`src/rtl/cp0_pkg.sv`:
```
// cp0_pkg: shared CP0 register indices, field positions, exception codes and register packing
package cp0_pkg;
  localparam logic [4:0] CP0_BADVADDR = 5'd8;
  localparam logic [4:0] CP0_COUNT = 5'd9;
  localparam logic [4:0] CP0_COMPARE = 5'd11;
  localparam logic [4:0] CP0_SR = 5'd12;
  localparam logic [4:0] CP0_CAUSE = 5'd13;
  localparam logic [4:0] CP0_EPC = 5'd14;
  localparam logic [4:0] CP0_PRID = 5'd15;
  localparam int SR_IE = 0;
  localparam int SR_EXL = 1;
  localparam int IM_LO = 10;
  localparam int IP_LO = 10;
  localparam int EXC_LO = 2;
  localparam int CAUSE_TI = 30;
  localparam int CAUSE_BD = 31;
  typedef enum logic [4:0] {
    EXC_INT = 5'd0,
    EXC_ADEL = 5'd4,
    EXC_ADES = 5'd5,
    EXC_RI = 5'd10,
    EXC_OV = 5'd12
  } exc_code_e;
  function automatic logic [31:0] sr_word(input logic [5:0] im, input logic exl, input logic ie);
    return {16'b0, im, 8'b0, exl, ie};
  endfunction
  function automatic logic [31:0] cause_word(input logic bd, input logic ti, input logic [5:0] ip,
                                             input logic [4:0] code);
    return {bd, ti, 14'b0, ip, 3'b0, code, 2'b0};
  endfunction
endpackage

```
`src/rtl/cp0_timer.sv`:
```
// cp0_timer: prescaled Count/Compare timer with a sticky match flag
module cp0_timer #(
  parameter int TIMER_EN = 1,
  parameter int COUNT_DIV = 1
) (
  input  logic        clk,
  input  logic        reset,
  input  logic        count_we,
  input  logic        compare_we,
  input  logic [31:0] wdata,
  output logic [31:0] count,
  output logic [31:0] compare,
  output logic        ti
);
  logic [7:0] presc;
  logic [31:0] count_q, compare_q;
  logic ti_q, wrap;
  assign wrap = presc == 8'(COUNT_DIV - 1);
  always_ff @(posedge clk or negedge reset) begin
    if (!reset) begin
      presc <= '0;
      count_q <= '0;
      compare_q <= '0;
      ti_q <= 1'b0;
    end else begin
      presc <= (count_we || wrap) ? '0 : presc + 8'd1;
      count_q <= count_we ? wdata : count_q + {31'b0, wrap};
      if (compare_we) compare_q <= wdata;
      ti_q <= !compare_we && (ti_q || (wrap && !count_we && count_q + 32'd1 == compare_q));
    end
  end
  assign count = TIMER_EN != 0 ? count_q : '0;
  assign compare = TIMER_EN != 0 ? compare_q : '0;
  assign ti = TIMER_EN != 0 && ti_q;
endmodule

```
`src/rtl/cp0_irq_ctrl.sv`:
```
// cp0_irq_ctrl: CP0 with SR/Cause/EPC/BadVAddr/PRId, Count/Compare timer and
// interrupt/exception arbitration into a single flush request
module cp0_irq_ctrl
  import cp0_pkg::*;
#(
  parameter int NUM_HWINT = 6,
  parameter int TIMER_EN = 1,
  parameter int COUNT_DIV = 1,
  parameter logic [31:0] PRID_VAL = 32'h0000_0008
) (
  input  logic                 clk,
  input  logic                 reset,
  input  logic                 en,
  input  logic [4:0]           CP0Add,
  input  logic [31:0]          CP0In,
  output logic [31:0]          CP0Out,
  input  logic [31:0]          VPC,
  input  logic                 BDIn,
  input  logic [4:0]           ExcCodeIn,
  input  logic [31:0]          BadVAddrIn,
  input  logic [NUM_HWINT-1:0] HWInt,
  input  logic                 EXLClr,
  output logic [31:0]          EPCOut,
  output logic                 TimerIRQ,
  output logic                 Req
);
  logic [5:0] im, ip_q, ip_live, hw;
  logic exl, ie, bd, ti, int_req, exc_req, req, wr;
  logic [4:0] exc_code;
  logic [31:0] epc, badvaddr, count, compare, rd;
  assign hw = 6'(HWInt);
  // legal configurations never drive hw[5] together with the timer
  assign ip_live = TIMER_EN != 0 ? {hw[5] | ti, hw[4:0]} : hw;
  assign int_req = |(ip_live & im) && ie && !exl;
  assign exc_req = ExcCodeIn != EXC_INT && !exl;
  assign req = int_req || exc_req;
  assign wr = en && !req;
  cp0_timer #(.TIMER_EN(TIMER_EN), .COUNT_DIV(COUNT_DIV)) u_timer (
    .clk(clk),
    .reset(reset),
    .count_we(wr && CP0Add == CP0_COUNT),
    .compare_we(wr && CP0Add == CP0_COMPARE),
    .wdata(CP0In),
    .count(count),
    .compare(compare),
    .ti(ti)
  );
  always_ff @(posedge clk or negedge reset) begin
    if (!reset) begin
      im <= '0;
      exl <= 1'b0;
      ie <= 1'b0;
      bd <= 1'b0;
      ip_q <= '0;
      exc_code <= '0;
      epc <= '0;
      badvaddr <= '0;
    end else begin
      ip_q <= ip_live;
      if (req) begin
        exl <= 1'b1;
        epc <= {(BDIn ? VPC - 32'd4 : VPC) >> 2, 2'b00};
        bd <= BDIn;
        exc_code <= int_req ? EXC_INT : ExcCodeIn;
        if (!int_req && (ExcCodeIn == EXC_ADEL || ExcCodeIn == EXC_ADES)) badvaddr <= BadVAddrIn;
      end else begin
        if (en && CP0Add == CP0_SR) begin
          im <= CP0In[IM_LO +: 6];
          exl <= CP0In[SR_EXL];
          ie <= CP0In[SR_IE];
        end
        if (en && CP0Add == CP0_EPC) epc <= {CP0In[31:2], 2'b00};
        if (EXLClr) exl <= 1'b0;
      end
    end
  end
  always_comb begin
    rd = '0;
    case (CP0Add)
      CP0_BADVADDR: rd = badvaddr;
      CP0_COUNT: rd = count;
      CP0_COMPARE: rd = compare;
      CP0_SR: rd = sr_word(im, exl, ie);
      CP0_CAUSE: rd = cause_word(bd, ti, ip_q, exc_code);
      CP0_EPC: rd = epc;
      CP0_PRID: rd = PRID_VAL;
      default: rd = '0;
    endcase
  end
  assign CP0Out = reset ? rd : '0;
  assign EPCOut = epc;
  assign TimerIRQ = ti;
  assign Req = reset && req;
endmodule

```
`config.mk`:
```
export PLATFORM = sky130hd
export DESIGN_NAME = cp0_irq_ctrl
export DESIGN_NICKNAME = d
export VERILOG_FILES = /design/src/rtl/cp0_pkg.sv /design/src/rtl/cp0_timer.sv /design/src/rtl/cp0_irq_ctrl.sv
export SDC_FILE = /design/constraint.sdc
export NUM_CORES = 1
export LEC_CHECK = 0
export BUFFER_PORTS_ARGS = -buffer_cell sky130_fd_sc_hd__buf_2
export CAP_MARGIN = 5
export CORE_ASPECT_RATIO = 0.9
export CORE_MARGIN = 2
export CORE_UTILIZATION = 60
export DETAILED_ROUTE_END_ITERATION = 7
export PLACE_DENSITY_LB_ADDON = 0.05
export SETUP_SLACK_MARGIN = 0.3
export SLEW_MARGIN = 20
export SYNTH_ARGS = -nofsm -noshare
export SYNTH_HDL_FRONTEND = slang
export SYNTH_SLANG_ARGS = --single-unit
```
`constraint.sdc`:
```
create_clock -name clk -period 5.9 [get_ports clk]
set_input_delay 0.59 -clock clk [delete_from_list [all_inputs] [get_ports clk]]
set_output_delay 0.59 -clock clk [all_outputs]
set_load 0.01 [all_outputs]
```
==> reports/metrics.cfg, run 1 <==
[synthesis]
yosysUniqueCellTypes=58
synth_ff_type=dfrtp_1
ys_ff_latch=155
ys_top_cells_by_count=dfrtp_1, nand2_1, nor2_1
synth.most_common_cell=dfrtp_1
ys_async_sr_fraction_pct=100.0
seq_area_frac_synth_pct=41.66
synth_area_um2=9311
synth_edf_count=0
synth_top_cell_by_area=dfrtp_1
syn_area_per_cell_um2=9.147
ys_warn_count=0
yosys-top-cells-area=dfrtp_1, mux2_2, nand2_1, xnor2_1, xor2_1
synth_cells=1018
synth_top_area_share_pct=41.66

[worst_setup_path]
crit_path_start=CP0Add[0]
startpoint_type=primary input
reg2reg_to=u_timer.count[0]
crit_type=primary input to output pin
r2r-start=im[0]
r2r_cells=6
worstPathMaxFanout=30
endpoint=CP0Out[12]
critPathArrivalTime_ps=3340
critPathCaptureType=output pin
reg2reg_setup_slack_ps=2430
crit_required_ps=5310

[layout]
nets=1272
fin_util_pct=71.53
area_delta_synth_final_pct=17.37
drive_gt1_share_pct=26.33
design_area_um2=10930
diodes=0
fin_cells=1364

[placement]
gp_congestion=0.9047
postPlaceCellArea_um2=10230
dpl.hpwl_um=20470
placed_cells=1332
port_buffers=178
dp_worst_setup_slack_ps=2059

[die]
row_count=43
fp.dieH_um=122.2
io_pins=183
die_area_um2=16530
core_area_um2=15280
start_util_pct=60.94
die_w_um=135.3

[power_and_ir_drop]
ir_drop_mv=0.2534
power_mw=4.934
p_per_area_nw_per_um2=451.4
p_leak_nw=4.684

[clock_network]
clk_pin_slew_ps=60
postCtsSetupBuffers=0
ctsResizeCount=0
cts_buffers=17
ctsHoldBuffers=0
cts_tree=done
cts_max_path_buffers=2
cts_sinks=155
root_buffer=clkbuf_16
clk_latency_ps=430
cts.htree.levels=4

[timing]
relSlewSlack_pct=26.45
fin_crit_ps=3932
post-route-period-util_pct=66.65
fin_skew_ps=15.79
rsz0062_at_grt=false
hold_slack_ps=180.3
maxSlewViolCount=0
setup_ws_ps=1968
tns_ps=0
worst_pin_slew_ps=1101
max_freq_ghz=0.2543
setup_viol=0
finalHoldViolCount=0

[route]
routed_via_density=6.125
wl_met3_um=2730
m1WireLength_um=12520
routed.top_layer=met4
drtPass1Iterations=5
wl_met2_um=11860
avgRoutedWirePerCell_um=20.17
drcViolationCount=0
drt-initial-drc-count=935
antenna_left=0
vias=8355
wl_um=27510

[job]
drv_cap=0

[grt]
antenna_found_initial=0
grt_overflow=0
grt_pass1_vias=7770
gr-usage-all-layers_pct=34.29
grt_pass1_wl_um=42790
grt_max_degree=81

[hold_path]
hp-class=primary input to asynchronous set/reset pin

[status]
status=finished, final reports clean

## layout make-up
type / count / area, um^2
Inverter: 10 / 37.54
Fill cell: 1213 / 4350
Timing Repair Buffer: 185 / 949.7
Sequential cell: 155 / 3879
Clock buffer: 20 / 466.7
Clock inverter: 12 / 231.5
Tap cell: 202 / 252.7
Multi-Input combinational cell: 780 / 5112
## how the worst min path moves through the flow
| stage | from | endpoint | slack, ps | cells after the start |
|---|---|---|---|---|
| 6_report | reset | EPCOut[4] | 180 | 1 |
| 2_1_floorplan | reset | EPCOut[10] | 290 | 0 |
| 3_5_place_dp | exc_code[0] | exc_code[0] | 490 | 1 |
| 4_1_cts | reset | EPCOut[4] | 210 | 1 |
| 3_3_place_gp | badvaddr[17] | badvaddr[17] | 490 | 1 |
| 5_1_grt | reset | EPCOut[4] | 240 | 1 |
## power by group
part,total [mW],switching (mW),internal (mW)
clock network,1.29,0.455,0.833
registers,2.03,0.541,1.49
logic,1.62,0.865,0.753
## layout by cell type, fill, tap and decap left out, types with 5 or more instances in the layout
master	n
bufinv_16	6
mux2_2	72
o21ai_0	65
buf_4	7
xor2_1	55
xnor2_1	55
nand4_1	22
nand2_1	147
a22oi_1	38
clkbuf_16	17
nor3_1	22
nand3_1	25
mux2i_1	32
nor2_1	89
ha_1	6
and3_1	6
o21a_1	8
a222oi_1	7
a31oi_1	23
nor4_1	18
nor2b_1	5
a21oi_1	25
nand4b_1	5
buf_2	177
inv_1	10
dfrtp_1	155
## critical path, cell delays in order
cell and delay, ps:
buf_2 620, and2_1 730, and2_1 580, a22oi_1 260, a31oi_1 320, buf_2 200
## flip-flops by register name (all words and copies together) (netlist names)
name,count
u_timer.presc,8
exl,1
EPCOut,30
u_timer.compare,32
exc_code,5
u_timer.ti,1
im,6
ie,1
u_timer.count,32
badvaddr,32
ip_q,6
bd,1
## per-layer routing
layer  vias to the layer above  GRT usage (%)
met1                      4057          52.39
met5                         -              0
met3                        33          8.281
li1                       3870              -
met4                         0          8.333
met2                       395          49.14
## cells by family (layout without fill, tap and decap cells)
family	after synthesis	in the layout	synth area share [%]
AND/OR/NAND/NOR	376	376	19.05
AO/OA/AOI/OAI	182	182	12.30
flip-flops	155	155	41.66
XOR/XNOR	110	110	10.35
multiplexers	104	104	12.15
buffers and inverters	84	227	3.655
adder cells (fa/ha/maj)	6	6	0.8062
other	1	2	0.04027
No activity file was read; power rests on OpenSTA's default activity.
==> run 2, diff against run 1 <==
--- a/config.mk
+++ b/config.mk
@@ -5,11 +5,12 @@
 export SDC_FILE = /design/constraint.sdc
 export NUM_CORES = 1
 export LEC_CHECK = 0
+export ABC_AREA = 1
 export BUFFER_PORTS_ARGS = -buffer_cell sky130_fd_sc_hd__buf_2
 export CAP_MARGIN = 5
 export CORE_ASPECT_RATIO = 0.9
 export CORE_MARGIN = 2
-export CORE_UTILIZATION = 60
+export CORE_UTILIZATION = 57
 export DETAILED_ROUTE_END_ITERATION = 7
 export PLACE_DENSITY_LB_ADDON = 0.05
 export SETUP_SLACK_MARGIN = 0.3
==> constraint.sdc (replaced) <==
create_clock -name clk -period 3.8 [get_ports clk]
set_input_delay 0.38 -clock clk [delete_from_list [all_inputs] [get_ports clk]]
set_output_delay 0.38 -clock clk [all_outputs]
set_load 0.01 [all_outputs]
==> run 2 against run 1 <==
Effect of this change: die area rose by 9.8%; clock power rose by 25%; total power rose by 43%; register-to-register slack got worse by 1500 ps; hold slack got worse by 110 ps; highest routed layer is now met5; clock-buffer cell count fell by 2; critical endpoint is now Req; non-clock buffer count rose by 7; final area rose by 3.9%; global-route usage rose by 1.7 points.
==> reports/metrics.cfg, run 2 <==
[die]
start_util_pct=58.06
row_count=45
die_area_um2=18150
io_pins=183
core_area_um2=16780
fp.dieH_um=128.0
die_w_um=141.8

[timing]
finalHoldViolCount=0
post-route-period-util_pct=78.46
worst_pin_slew_ps=789.2
fin_skew_ps=14.67
fin_crit_ps=2982
rsz0062_at_grt=false
max_freq_ghz=0.3354
relSlewSlack_pct=47.33
tns_ps=0
setup_viol=0
maxSlewViolCount=0

[power_and_ir_drop]
power_mw=7.066
ir_drop_mv=0.3568
p_leak_nw=5.559
p_per_area_nw_per_um2=622.2

[synthesis]
ys_async_sr_fraction_pct=100.0
synth-xor-area-share_pct=6.653
synth_top_family_by_area=simple AND/OR/NAND/NOR gates
ys_ff_latch=155
synth_cells=1308
syn_area_per_cell_um2=7.448
yosysUniqueCellTypes=49
synth_edf_count=0
synth_compound_area_share_pct=13.45
synthMuxAreaShare_pct=3.815
synth_top_cell_by_area=dfrtp_1
synth_adder_area_share_pct=0.7706
ys_warn_count=0
synth_top_area_share_pct=39.82
synth.most_common_cell=nand2_1
seq_area_frac_synth_pct=39.82
ys_top_cells_by_count=nand2_1, dfrtp_1, nor2_1
synth_area_um2=9742
yosys.area_share.simple_pct=27.67
yosys-top-cells-area=dfrtp_1, nand2_1, nor2_1, inv_1, o21ai_0
synth_ff_type=dfrtp_1

[clock_network]
postCtsSetupBuffers=0
cts_max_path_buffers=2
root_buffer=clkbuf_16
clk_latency_ps=440
cts_buffers=17
ctsResizeCount=0
cts_sinks=155
cts_tree=done
clk_pin_slew_ps=70
cts.htree.levels=4

[placement]
port_buffers=178
gp_congestion=0.9850
postPlaceCellArea_um2=10790
dpl.hpwl_um=24140

[grt]
gr-usage-all-layers_pct=36.00
antenna_found_initial=1
grt_pass1_vias=9107
grt_max_degree=58
grt_pass1_wl_um=49360
grt_overflow=0

[layout]
nets=1598
diodes=0
layout_common_cells=nand2_1, buf_2, dfrtp_1, nor2_1, inv_1
design_area_um2=11360
drive_gt1_share_pct=20.50
area_delta_synth_final_pct=16.57
final_common_cell=nand2_1

[worst_setup_path]
crit_path_start=u_timer.ti
cpMaxStageDelayCell=inv_1
crit_required_ps=3420
r2r_cells=8
worstPathMaxFanout=34
critPathCaptureType=output pin
critPathMaxStageDelay_ps=570
crit_type=flip-flop to output pin
reg2reg_to=im[4]
r2r-start=u_timer.ti
startpoint_type=flip-flop
crit_buf_inv=2
endpoint=Req
reg2reg_setup_slack_ps=960
critPathArrivalTime_ps=2600
path_cells=or2_1 > nand2_1 > nand3_1 > nand3_2 > nand2_4 > inv_1 > nor2_1 > buf_2
cpLargestDelayFamily=simple AND/OR/NAND/NOR gates
crit_cells=8

[hold_path]
hold_depth=1
hp-class=primary input to flip-flop

[route]
drt-initial-drc-count=1001
drcViolationCount=0
wl_um=31790
avgRoutedWirePerCell_um=18.71
drtPass1Iterations=5
antenna_left=0
routed_via_density=5.647
vias=9595

[job]
drv_cap=0

[status]
status=finished, final reports clean

[run 2: changes by cell type after synthesis, sizes merged, moves of 39 or more]
cell	delta
mux2	-39
nor2	+75
inv	+136
o21ai	+52
nand2	+220
[run 2: worst reg2reg max path, delay by kind of cell (launching register included)]
kind | cells | cell delay (ps)
muxes | 1 | 400
buffers and inverters | 1 | 580
DFF | 1 | 420
and+or+nand+nor | 6 | 1320
[run 2: routing by layer]
metal / vias to the layer above / routed length (um) / track usage [%]
li1: 4572 / - / -
met1: 4469 / 14070 / 52.39
met2: 485 / 13450 / 52.34
met3: 67 / 3341 / 9.115
met4: 2 / 919 / 12.53
met5: - / 12 / 0
[run 2: how the worst min path moves through the flow]
stage | startpoint | end
after floorplan | reset | EPCOut[10]
after global placement | reset | u_timer.presc[2]
after detailed placement | reset | u_timer.presc[4]
after CTS | HWInt[3] | ip_q[3]
after global routing | HWInt[3] | ip_q[3]
final | HWInt[3] | ip_q[3]
[run 2: through the flow]
step                worst slack [ps]  utilization, %  cells  hold WS [ps]
floorplan                       1595               -   1309         84.41
global placement                1025           64.33   1666         328.2
detailed placement             977.7           64.33   1666         327.4
CTS                            846.3           67.68   1699         60.61
global route                   647.9           67.68   1699         64.68
finish                         818.5           67.68   1699         69.58
[run 2: power breakdown]
| group | total (mW) | switching (mW) | internal, mW | leakage, nW |
|---|---|---|---|---|
| Sequential | 2.90 | 0.611 | 2.29 | 1.89 |
| Clock | 1.61 | 0.750 | 0.864 | 0.260 |
| Combinational | 2.56 | 1.53 | 1.02 | 3.41 |
[run 2: cell type report]
class                   count  area [um^2]
fillers                  1482         5423
multi-input cells         963         5107
flip-flops and latches    155         3879
repair buffers            192         1005
inverters                 146        548.0
clock buffers              18        439.2
well taps                 211        264.0
clock inverters            14        113.9
[run 2: kinds of logic after synthesis]
| logic type | Yosys count |
|---|---|
| other | 1 |
| flip-flops | 155 |
| AND/OR/NAND/NOR | 630 |
| XOR/XNOR | 74 |
| AO/OA/AOI/OAI | 218 |
| buffers and inverters | 191 |
| adder cells (fa/ha/maj) | 6 |
| multiplexers | 33 |
[run 2: repair_timing]
item / CTS / global route
hold buffers: 1 / 0
endpoints found under the setup margin: 0 / 0
hold endpoints to repair: 43 / 0
==> run 3, diff against run 2 <==
--- a/config.mk
+++ b/config.mk
@@ -10,7 +10,7 @@
 export CAP_MARGIN = 5
 export CORE_ASPECT_RATIO = 0.9
 export CORE_MARGIN = 2
-export CORE_UTILIZATION = 57
+export CORE_UTILIZATION = 51
 export DETAILED_ROUTE_END_ITERATION = 7
 export PLACE_DENSITY_LB_ADDON = 0.05
 export SETUP_SLACK_MARGIN = 0.3
==> constraint.sdc (replaced) <==
create_clock -name clk -period 2.7 [get_ports clk]
set_input_delay 0.27 -clock clk [delete_from_list [all_inputs] [get_ports clk]]
set_output_delay 0.27 -clock clk [all_outputs]
set_load 0.01 [all_outputs]
==> run 3 against run 2 <==
Effect of this change: first-iteration DRC count down 9.7%; global-route usage fell by 2.4 points; combinational power up 51%; clock power grew 70%; sequential power increased by 42%; critical endpoint unchanged; wire length is 5.4% higher; via count increased by 0.92%; worst setup slack worse by 470 ps; die area grew 11%; largest power group unchanged; final cell count is 3.5% higher; critical path type is now primary input to output pin.
==> reports/metrics.cfg, run 3 (synthesized netlist as in run 2, its figures left out) <==
[layout]
nets=1622
design_area_um2=11890
final-seq-area_um2=3881
final_common_cell=nand2_1
fillers=1716
area_delta_synth_final_pct=22.01
multiInputGateArea_um2=5251
layout_common_cells=nand2_1, buf_2, dfrtp_1, nor2_1, inv_1
drive_gt1_share_pct=22.88

[route]
antenna_left=0
vias=9683
drcViolationCount=0
routed_via_density=5.505
drtPass1Iterations=5
drt-initial-drc-count=904
avgRoutedWirePerCell_um=19.05
wl_um=33510

[clock_network]
clk_pin_slew_ps=70
root_buffer=clkbuf_16
cts_tree=done
cts_buffers=17
clk_latency_ps=430
cts.htree.levels=4
cts_max_path_buffers=2
cts_sinks=155

[placement]
port_buffers=178
dpl.hpwl_um=25670
dp_worst_setup_slack_ps=11.06
gp_congestion=0.9932
postPlaceCellArea_um2=10930

[die]
core_area_um2=18580
fp.dieH_um=135.1
row_count=47
die_w_um=149.7
io_pins=183
die_area_um2=20220
start_util_pct=52.42

[timing]
fin_crit_ps=2351
finalHoldViolCount=0
tns_ps=0
maxSlewViolCount=0
fin_skew_ps=7.811
setup_ws_ps=348.9
worst_pin_slew_ps=702.1
setup_viol=0
max_freq_ghz=0.4253
post-route-period-util_pct=87.08
hold_slack_ps=19.29
relSlewSlack_pct=53.13
rsz0062_at_grt=true

[grt]
antenna_found_initial=3
grt_max_degree=108
grt_pass1_wl_um=51210
grt_pass1_vias=9134
grt_overflow=0
gr-usage-all-layers_pct=33.55

[status]
status=finished, final reports clean

[worst_setup_path]
critPathMaxStageDelay_ps=580
critPathCaptureType=output pin
critPathArrivalTime_ps=2080
crit_type=primary input to output pin
crit_required_ps=2430
worstPathMaxFanout=26
crit_path_start=HWInt[3]
r2r-start=u_timer.presc[0]
startpoint_type=primary input
cpMaxStageDelayCell=dlygate4sd3_1
path_cells=dlygate4sd3_1 > buf_2 > nand2_1 > nand2_1 > nor2_1 > nand3_1 > nand3_4 > nand2_8 > inv_2 > buf_12 > nor2_1 > buf_2

[job]
drv_cap=0

[power_and_ir_drop]
p_per_area_nw_per_um2=902.2
ir_drop_mv=0.4536
power_mw=10.72
p_leak_nw=5.810

[hold_path]
worstHoldStart=EXLClr
hp-class=primary input to flip-flop

==> run 3: cell types whose count changed in the layout (fill, tap and decap cells not counted), sizes merged <==
cell,previous run,this run
dlygate4sd3,1,6
clkinv,5,4
clkinvlp,4,2
diode,0,2
bufinv,0,5
clkbuf,18,19
inv,151,148
buf,191,210
==> run 3: critical path: cells and delay by family <==
kind	cells	cell delay (ps)
buf+inv	5	1140
simple gates	7	660
==> run 3: what timing repair did <==
| action | 4_1_cts | 5_1_grt |
|---|---|---|
| pin swaps | 3 | 6 |
| endpoints found under the hold margin | 104 | 0 |
| hold buffers | 6 | 0 |
| setup buffers | 2 | 6 |
| setup endpoints to repair | 18 | 24 |
| gates resized for setup | 20 | 19 |
==> run 3: metal layers <==
layer / global-route usage, % / share of wire (%) / vias up
met4: 8.333 / 1.8 / 2
li1: - / - / 4628
met1: 50.50 / 46 / 4566
met3: 8.750 / 9.5 / 52
met5: 0 / 0.021 / -
met2: 48.11 / 43 / 435
==> run 3: area by class of cell <==
type | instances | share of cell area (%)
multi-input combinational | 963 | 44.18
sequential | 155 | 32.65
timing repair buffer | 216 | 10.32
inverter | 146 | 4.642
clock buffer | 19 | 3.811
tap | 245 | 2.579
clock inverter | 13 | 1.779
antenna | 2 | 0.04211
==> run 3: power breakdown <==
part | internal, mW | leakage, nW | switching [mW]
Clock | 1.70 | 0.324 | 1.04
Sequential | 3.22 | 1.89 | 0.896
Combinational | 1.57 | 3.59 | 2.30
==> run 3: final timing paths <==
path / endpoint / slack [ps] / depth (start not counted)
worst min register to register: exc_code[2] / 480 / 2
worst max-delay path: Req / 350 / 12
worst min-delay path: exl / 20 / 2
min in group asynchronous: u_timer.compare[15] / 530 / 3
worst max register to register: u_timer.count[27] / 410 / 15
max in group asynchronous: badvaddr[2] / 1710 / 3
==> run 3: per-stage QoR <==
step | util, % | std cells
floorplan | - | 1309
global placement | 58.82 | 1711
detailed placement | 58.82 | 1711
CTS | 63.22 | 1751
global route | 63.96 | 1759
finish | 63.96 | 1759
